<file path="src/rtl/registro_solicitudes_pkg.sv">
// ascensor_pkg: shared definitions for the elevator request register and the
// dispatch state machine.
//   - bit indices of the request vector s
//   - field positions inside the car state word estado
//   - door FSM state type
//   - floor / serviced request masks
package ascensor_pkg;

    localparam int S_W = 10;

    // Request vector bit map
    localparam int S_P1_SUBIR = 0;
    localparam int S_P2_BAJAR = 1;
    localparam int S_P2_SUBIR = 2;
    localparam int S_P3_BAJAR = 3;
    localparam int S_P3_SUBIR = 4;
    localparam int S_P4_BAJAR = 5;
    localparam int S_CAB1     = 6;
    localparam int S_CAB2     = 7;
    localparam int S_CAB3     = 8;
    localparam int S_CAB4     = 9;

    // Car state word fields
    localparam int MOVING  = 3;
    localparam int DIR     = 2;
    localparam int FLOOR   = 0;
    localparam int FLOOR_W = 2;

    typedef enum logic {
        CERRADA = 1'b0,
        ABIERTA = 1'b1
    } puerta_t;

    // Every request that belongs to a floor: hall calls plus the cab button.
    function automatic logic [S_W-1:0] mascara_piso(input logic [FLOOR_W-1:0] piso);
        logic [S_W-1:0] m;
        m = '0;
        case (piso)
            2'd0: begin m[S_P1_SUBIR] = 1'b1; m[S_CAB1] = 1'b1; end
            2'd1: begin m[S_P2_BAJAR] = 1'b1; m[S_P2_SUBIR] = 1'b1; m[S_CAB2] = 1'b1; end
            2'd2: begin m[S_P3_BAJAR] = 1'b1; m[S_P3_SUBIR] = 1'b1; m[S_CAB3] = 1'b1; end
            2'd3: begin m[S_P4_BAJAR] = 1'b1; m[S_CAB4] = 1'b1; end
        endcase
        return m;
    endfunction

    // Requests a stop serves when the car arrives travelling in direction dir
    // (1 = up): the hall call for the opposite direction is left pending.
    function automatic logic [S_W-1:0] mascara_servida(input logic [FLOOR_W-1:0] piso,
                                                       input logic dir);
        logic [S_W-1:0] m;
        m = mascara_piso(piso);
        if (piso == 2'd1) begin
            if (dir) m[S_P2_BAJAR] = 1'b0;
            else     m[S_P2_SUBIR] = 1'b0;
        end else if (piso == 2'd2) begin
            if (dir) m[S_P3_BAJAR] = 1'b0;
            else     m[S_P3_SUBIR] = 1'b0;
        end
        return m;
    endfunction

endpackage

</file>
<file path="src/rtl/registro_solicitudes_if.sv">
// Bus between the dispatch machine (master) and the request register (slave).
//   botones : raw call button levels (bit map of s)
//   estado  : car state {moving, dir, floor[1:0]}
//   s       : latched requests
//   esperar : door open, dispatch holds while high
interface registro_solicitudes_if;
    import ascensor_pkg::*;

    logic [S_W-1:0] botones;
    logic [3:0]     estado;
    logic [S_W-1:0] s;
    logic           esperar;

    modport master (output botones, output estado, input s, input esperar);
    modport slave  (input botones, input estado, output s, output esperar);
endinterface

</file>
<file path="src/rtl/registro_solicitudes_temporizador_puerta.sv">
// temporizador_puerta: loadable down-counter timing the door opening.
//   clk, rst_n : clock, synchronous active-low reset
//   load       : load value (has priority over counting)
//   value      : reload value
//   done       : counter is at 1, i.e. last open cycle
// Counts down to 0 and holds there; never wraps.
module temporizador_puerta #(
    parameter int W = 4
) (
    input  logic         clk,
    input  logic         rst_n,
    input  logic         load,
    input  logic [W-1:0] value,
    output logic         done
);

    logic [W-1:0] cnt;

    always_ff @(posedge clk) begin
        if (!rst_n)
            cnt <= '0;
        else if (load)
            cnt <= value;
        else if (cnt != '0)
            cnt <= cnt - W'(1);
    end

    assign done = (cnt == W'(1));

endmodule

</file>
<file path="src/rtl/registro_solicitudes.sv">
// registro_solicitudes: latches call buttons into the request vector s,
// opens the door when the car rests at a floor and clears the requests that
// stop serves. esperar is high while the door is open.
//   clk, rst_n : clock, synchronous active-low reset
//   bus        : slave side of registro_solicitudes_if (botones, estado in;
//                s, esperar out)
//   DOOR_CYCLES: cycles the door stays open per opening (>= 1)
module registro_solicitudes
    import ascensor_pkg::*;
#(
    parameter int DOOR_CYCLES = 8
) (
    input  logic                   clk,
    input  logic                   rst_n,
    registro_solicitudes_if.slave  bus
);

    localparam int CW = $clog2(DOOR_CYCLES + 1);

    logic               moving, dir;
    logic [FLOOR_W-1:0] piso;
    logic [S_W-1:0]     m_piso, m_servida;

    puerta_t        puerta_q, puerta_d;
    logic [S_W-1:0] s_q, s_d;
    logic [S_W-1:0] abierto_q, abierto_d;   // set cleared at the current opening
    logic           moving_q;
    logic           llegada, llamada, cargar, fin;

    assign moving    = bus.estado[MOVING];
    assign dir       = bus.estado[DIR];
    assign piso      = bus.estado[FLOOR +: FLOOR_W];
    assign m_piso    = mascara_piso(piso);
    assign m_servida = mascara_servida(piso, dir);

    // Stop = car was moving last cycle and is at rest now.
    assign llegada = moving_q & ~moving;
    // Idle at a floor with something pending for it, including the
    // opposite-direction hall call that dispatch ignores while idle.
    assign llamada = ~moving & ~llegada & (|(m_piso & (s_q | bus.botones)));

    always_comb begin
        puerta_d  = puerta_q;
        s_d       = s_q | bus.botones;
        abierto_d = abierto_q;
        cargar    = 1'b0;
        case (puerta_q)
            CERRADA: begin
                if (llegada) begin
                    puerta_d  = ABIERTA;
                    cargar    = 1'b1;
                    abierto_d = m_servida;
                    s_d       = (s_q | bus.botones) & ~m_servida;
                end else if (llamada) begin
                    puerta_d  = ABIERTA;
                    cargar    = 1'b1;
                    abierto_d = m_piso;
                    s_d       = (s_q | bus.botones) & ~m_piso;
                end
            end
            ABIERTA: begin
                // Presses of this opening's set hold the door instead of latching.
                // estado is not looked at here: a moving car with the door
                // open is ignored and the timer simply runs out.
                s_d = s_q | (bus.botones & ~abierto_q);
                if (|(bus.botones & abierto_q))
                    cargar = 1'b1;
                else if (fin)
                    puerta_d = CERRADA;
            end
            default: puerta_d = CERRADA;
        endcase
    end

    always_ff @(posedge clk) begin
        if (!rst_n) begin
            puerta_q  <= CERRADA;
            s_q       <= '0;
            abierto_q <= '0;
            moving_q  <= 1'b0;
        end else begin
            puerta_q  <= puerta_d;
            s_q       <= s_d;
            abierto_q <= abierto_d;
            moving_q  <= moving;
        end
    end

    temporizador_puerta #(.W(CW)) u_temporizador (
        .clk   (clk),
        .rst_n (rst_n),
        .load  (cargar),
        .value (CW'(DOOR_CYCLES)),
        .done  (fin)
    );

    assign bus.s       = s_q;
    assign bus.esperar = (puerta_q == ABIERTA);

endmodule

</file>
<file path="src/flat_wrapper.sv">
// flat-port wrapper written by rule: the top's interface ports become plain ports
module registro_solicitudes_flat import ascensor_pkg::*;
#(
    parameter int DOOR_CYCLES = 8
)
  (clk, rst_n, bus_botones, bus_estado, bus_s, bus_esperar);
  registro_solicitudes_if bus_i ();
  input  logic clk;
  input  logic rst_n;
  input wire logic [$bits(bus_i.botones)-1:0] bus_botones;
  input wire logic [$bits(bus_i.estado)-1:0] bus_estado;
  output wire logic [$bits(bus_i.s)-1:0] bus_s;
  output wire logic [$bits(bus_i.esperar)-1:0] bus_esperar;
  assign bus_i.botones = bus_botones;
  assign bus_i.estado = bus_estado;
  assign bus_s = bus_i.s;
  assign bus_esperar = bus_i.esperar;
  registro_solicitudes #(.DOOR_CYCLES(DOOR_CYCLES)) u_core (.clk(clk), .rst_n(rst_n), .bus(bus_i));
endmodule
</file>
<file path="config.mk">
export PLATFORM = sky130hd
export DESIGN_NAME = registro_solicitudes_flat
export DESIGN_NICKNAME = d
export VERILOG_FILES = /design/src/rtl/registro_solicitudes_pkg.sv /design/src/rtl/registro_solicitudes_if.sv /design/src/rtl/registro_solicitudes_temporizador_puerta.sv /design/src/rtl/registro_solicitudes.sv /design/src/flat_wrapper.sv
export SDC_FILE = /design/constraint.sdc
export NUM_CORES = 1
export LEC_CHECK = 0
export CORE_MARGIN = 5
export CORE_UTILIZATION = 46
export CTS_BUF_LIST = sky130_fd_sc_hd__clkbuf_8
export DETAILED_ROUTE_END_ITERATION = 16
export HOLD_SLACK_MARGIN = 0.05
export PLACE_DENSITY = 0.81
export SLEW_MARGIN = 20
export SYNTH_ARGS = -nofsm -noshare
export SYNTH_HDL_FRONTEND = slang
export SYNTH_SLANG_ARGS = --single-unit
</file>
<file path="constraint.sdc">
create_clock -name clk -period 1.6 [get_ports clk]
set_input_delay 0.24 -clock clk [delete_from_list [all_inputs] [get_ports clk]]
set_output_delay 0.24 -clock clk [all_outputs]
set_load 0.005 [all_outputs]
</file>
Word-level counts from Yosys, hierarchy flattened
Index checks and enable logic that the tools add are counted.

$add $sub $neg: 1. Multipliers: 0. Divide/modulo/power cells: 0. Order comparisons: 0. Equality and inequality tests: 4. Shift-type cells: 0. Mux-type cells: 27. Bitwise gates (word level): 17. Reductions and logical operators: 8.

Operators by type and width (number): AND 10 bit (5); 2-to-1 mux 10 bit (4); NOT 10 bit (3); OR 10 bit (2); case mux 10 bit (2 select lines) (1); OR reduction 10 bit (2); 2-to-1 mux 1 bit (13); 2-to-1 mux 2 bit (5); 2-to-1 mux 4 bit (2); == test 2 bit, second input constant (2); == test 4 x 1 -> 1 bit, second input constant (1); NOT 1 bit (4); case mux 1 bit (2 select lines) (2); nonzero test 2 bit (2); nonzero test 4 bit (1); subtractor 4 x 1 -> 4 bit, second input constant (1); AND 1 bit (3); == test 2 x 1 -> 1 bit, second input constant (1); zero test 2 bit (1); AND reduction 2 bit (1); OR reduction 2 bit (1).

Bits in registers: 26. Latch bits: 0. Bits in writable memories: 0. Memory bits (read-only): 0. Input port bits: 16. Output and inout port bits: 11. Logic and storage cells: 63. Memories: 0.

Logic depth before layout (Yosys ltp)
Depth in word-level cells: 9. Mapped depth: 7. Depth with buffers taken out: 7.

By module
Synthesis repeated with hierarchy kept, for this count alone.

Cell total of the unflattened synthesis: 138. Area, all modules: 1238.7 µm².

By module, submodules not included: registro_solicitudes (instances 1, cells an instance 111, area an instance 987.2 µm², sequential area each 400.4 µm²); temporizador_puerta (instances 1, cells an instance 27, area an instance 251.5 µm², sequential area each 80.1 µm²).

Least setup slack after synthesis
No wires, ideal clock.

Kind: register to register. Start point: reg u_core.s_q[5], in the netlist u_core.bus.s[5]. End point: reg u_core.abierto_q[5]. Setup time: 117 ps. Data arrival time: 1423 ps. Data required time: 1483 ps. Slack: 60 ps. Stages on the path, launching flop included: 7. Path buffers: 1. Clock period less this slack: 1540 ps. Cell sequence: dfxtp_1 nor4_1 o221ai_1 o311a_4 buf_6 nand4_1 o21ai_1.

Cells in the longest elaborated chain, start to end: 6.

RTL lines: from (decl) (line registro_solicitudes.sv:25) `logic [S_W-1:0] s_q, s_d;`; from (signal assigned) (line registro_solicitudes.sv:78) `s_q <= '0;`; from (signal assigned) (line registro_solicitudes.sv:83) `s_q <= s_d;`; OR 10 bit (line registro_solicitudes.sv:40) `assign llamada = ~moving & ~llegada & (|(m_piso & (s_q | bus.botones)));`; AND 10 bit (line registro_solicitudes.sv:40); OR reduction 10 bit (line registro_solicitudes.sv:40); AND 1 bit (line registro_solicitudes.sv:40); nonzero test 2 bit (no line); AND reduction 2 bit (no line); to (signal assigned) (line registro_solicitudes.sv:84) `abierto_q <= abierto_d;`; to (decl) (line registro_solicitudes.sv:26) `logic [S_W-1:0] abierto_q, abierto_d;`.

Every way passes these cells. A chain may end at the register's enable or synchronous reset.

Final worst setup path
Start point: reg u_core.s_q[3], in the netlist u_core.bus.s[3]. End point: reg u_core.s_q[6], in the netlist u_core.bus.s[6].

Cells in the longest elaborated chain, start to end: 7.

RTL lines: OR 10 bit (line registro_solicitudes.sv:40); AND 10 bit (line registro_solicitudes.sv:40); OR reduction 10 bit (line registro_solicitudes.sv:40); AND 1 bit (line registro_solicitudes.sv:40); 2-to-1 mux 10 bit (line registro_solicitudes.sv:54) `end else if (llamada) begin`; 2-to-1 mux 10 bit (line registro_solicitudes.sv:49) `if (llegada) begin`; case mux 10 bit (2 select lines) (line registro_solicitudes.sv:47) `case (puerta_q)`.

Every way passes these cells.

==> run metrics <==
met2 usage 0.390; IR drop worst, VDD slightly above 800 uV; hold path start bus_estado[0]; initial DRC count 32; combinational power share 0.356; Clk pin slew, worst setup/hold paths ~0.08 ns; Synth Area in Compound Gates 0.258; fmax around 630 MHz; most instantiated cells after synthesis dfxtp_1 (24), nand2_1 (19), a21oi_1 (16); DRC errors left 0; Clk pwr share 0.230; Startpoint Class flip-flop; Final Instance Count excl. Fillers 224; DIE AREA about 3600 sq um; Initial Util 0.473; Placer Congestion about 0.82; XOR/XNOR share of the synthesized area 0.00754; Fin Clk Skew 0.00532 ns; row cnt 18; CP max FO 6; CTS Hold Bufs 0; gr ovfl total 0; Root Driver clkbuf_8; top cell type's share of synthesized area 0.414; sequential power share 0.414; worst r2r path cells 5; H-Tree Depth 1; Post-synth ARST share 0; Tcrit/Tclk final 0.988; Nets 214; RSZ-0062 raised after global routing true; mapped cell area roughly 1200 sq um; Area Growth Syn to Fin 61.0%; met1 usage 0.246; Int Pwr 0.00121 W; Worst Hold Class input port to flip-flop; min Tclk post-route around 1.6 ns; Req. time, crit path roughly 1.8 ns; largest net degree at the start of global routing 21; WS Path Type flip-flop to flip-flop; IO buf count 26; CP arrival around 1.8 ns; outcome finished clean; reg2reg end u_core.bus.s[6]$_SDFF_PN0_; Slew headroom 0.727; setup TNS 0 ns; adder-cell share of the synthesized area 0.0323; Pre-Repair DR Iteration Count 4; Seq/Total Area, Yosys 0.414; hold endpoint u_core.abierto_q[5]$_SDFFE_PN0P_; Yosys top cell by area dfxtp_1; Max-cap violations 0; diode count 0; core area 2450 sq um; met3 Usage GRT 0.0475; clk buf depth 2; I/O pin count 27; cts bufs inserted 3; Pwr Density just under 1000 nW/um^2; antenna viol nets, final 0; ys flop type dfxtp_1; WL final around 3800 um; Finished Core Util 0.761; largest cells by area after synthesis dfxtp_1 (41%), a21oi_1 (6.9%), nand2_1 (6.1%); synth warn 0; Yosys cell types 32; total number of vias ~1300; GRT Total Usage 0.220; Mapped Nets about 160; syn_area_per_cell 8.18 sq um; Detail Placement HPWL around 2300 um; max-slew violations 0; combinational family with the most area after synthesis compound AO/OA/AOI/OAI gates; Cells after DPL roughly 220; Syn Inst Count between 100 and 150; Sw Ratio 0.327; fraction of synthesized area in multiplexers 0; Post-Synth Simple-Gate Area 0.234; Final Hold Vio Count 0; antenna violations before repair 0; Final setup viols 0; Die Y about 60 um; routed length per placed instance 16.8 um; WHS Path Cells 4; chip width 60.2 um; Worst Tran Pin Value slightly above 0.4 ns; P_leak 0.741 nW; EDFF count, synth 0; hold slack approximately 0.47 ns; fill cell count 169; busiest grt layer met2; reg2reg start u_core.bus.s[3]$_SDFF_PN0_; count leader, synth dfxtp_1; drt via density about 5.8; TritonCTS clock tree built; clock latency on the worst-skew pair between 0.2 and 0.3 ns; layout cells sized above 1 0.289; first-pass GRT wire length a little under 6000 um; crit path capture type flip-flop; TritonCTS Sinks 24; vias in the first global route ~1400; Net Sw Power just under 0.0006 W; Yosys reg bits 24; reg2reg setup slack about 0.018 ns
-- final cells by class --
class	count	area (sq um)	share of cell area
multi-input cells	107	817	0.437
flip-flops and latches	24	483	0.258
repair buffers	51	447	0.239
clock buffers	4	55.1	0.0295
well taps	30	37.5	0.0201
inverters	8	30.0	0.0161
-- worst max-delay path by stage --
stage,start,endpoint,slack (ns),depth (start not counted)
final,u_core.bus.s[3]$_SDFF_PN0_,u_core.bus.s[6]$_SDFF_PN0_,0.02,5
after global routing,bus_botones[8],u_core.u_temporizador.cnt[1]$_SDFFE_PP0P_,-0.09,6
after CTS,bus_estado[1],u_core.bus.s[0]$_SDFF_PN0_,0.01,7
after detailed placement,bus_botones[0],u_core.bus.s[0]$_SDFF_PN0_,-0.47,6
after global placement,bus_botones[0],u_core.bus.s[0]$_SDFF_PN0_,-0.42,6
after floorplan,u_core.bus.s[5]$_SDFF_PN0_,u_core.abierto_q[5]$_SDFFE_PN0P_,0.06,6
-- flip-flops by register name, summed over array words and instances, names as in the netlist --
register	count
u_core.abierto_q	8
u_core.bus.esperar	1
u_core.bus.s	10
u_core.moving_q	1
u_core.u_temporizador.cnt	4
-- critical path, stage by stage (launching register included) --
cell and delay, ns:
dfxtp_1 0.34, nor4_4 0.34, a21oi_4 0.14, o311a_4 0.44, a21o_1 0.18, nor2_1 0.08
-- power groups by stage --
| stage | combinational (W) | clock, W | sequential, W |
|---|---|---|---|
| floorplan | 0.000344 | 0 | 0.000737 |
| global placement | 0.000529 | 0 | 0.000741 |
| detailed placement | 0.000553 | 0 | 0.000747 |
| CTS | 0.000613 | 0.000410 | 0.000741 |
| global route | 0.000700 | 0.000445 | 0.000754 |
| finish | 0.000640 | 0.000413 | 0.000743 |
-- what timing repair did --
action | CTS | global route
setup buffers | 1 | 1
gates cloned | 2 | 0
endpoints found under the setup margin | 23 | 20
gates resized for setup | 24 | 12
pin swaps | 12 | 11
hold endpoints to repair | 0 | 0
-- metal layers --
metal  vias up  routed length, um
li1        622                  -
met1       626               1530
met2        49               1970
met3         9                184
met4         0                 77
met5         -                  0
-- per-stage QoR --
stage / power (W) / instance area (sq um) / setup slack (ns)
2_1_floorplan: 0.00108 / 1160 / 0.0598
3_3_place_gp: 0.00127 / 1600 / -0.417
3_5_place_dp: 0.00130 / 1600 / -0.468
4_1_cts: 0.00176 / 1820 / 0.00979
5_1_grt: 0.00190 / 1870 / -0.0903
6_report: 0.00180 / 1870 / 0.0185
-- placed cells by master (no fill, tap or decap), types with 4 or more instances in the layout --
cell	synthesis	routed
nand3_1	10	7
buf_4	0	25
a211oi_2	4	5
nand2_1	19	19
nor4_4	0	4
nor2_1	12	12
a21oi_1	16	14
o21ai_1	8	6
o21ai_0	4	4
dlygate4sd2_1	0	5
clkdlybuf4s50_1	0	19
inv_1	7	7
dfxtp_1	24	22
clkbuf_8	0	4
-- logic make-up after synthesis --
family | after synthesis
buffers and inverters | 13
adder cells (fa/ha/maj) | 3
XOR/XNOR | 1
AO/OA/AOI/OAI | 44
flip-flops | 24
AND/OR/NAND/NOR | 57
No activity file was read; power rests on OpenSTA's default activity.
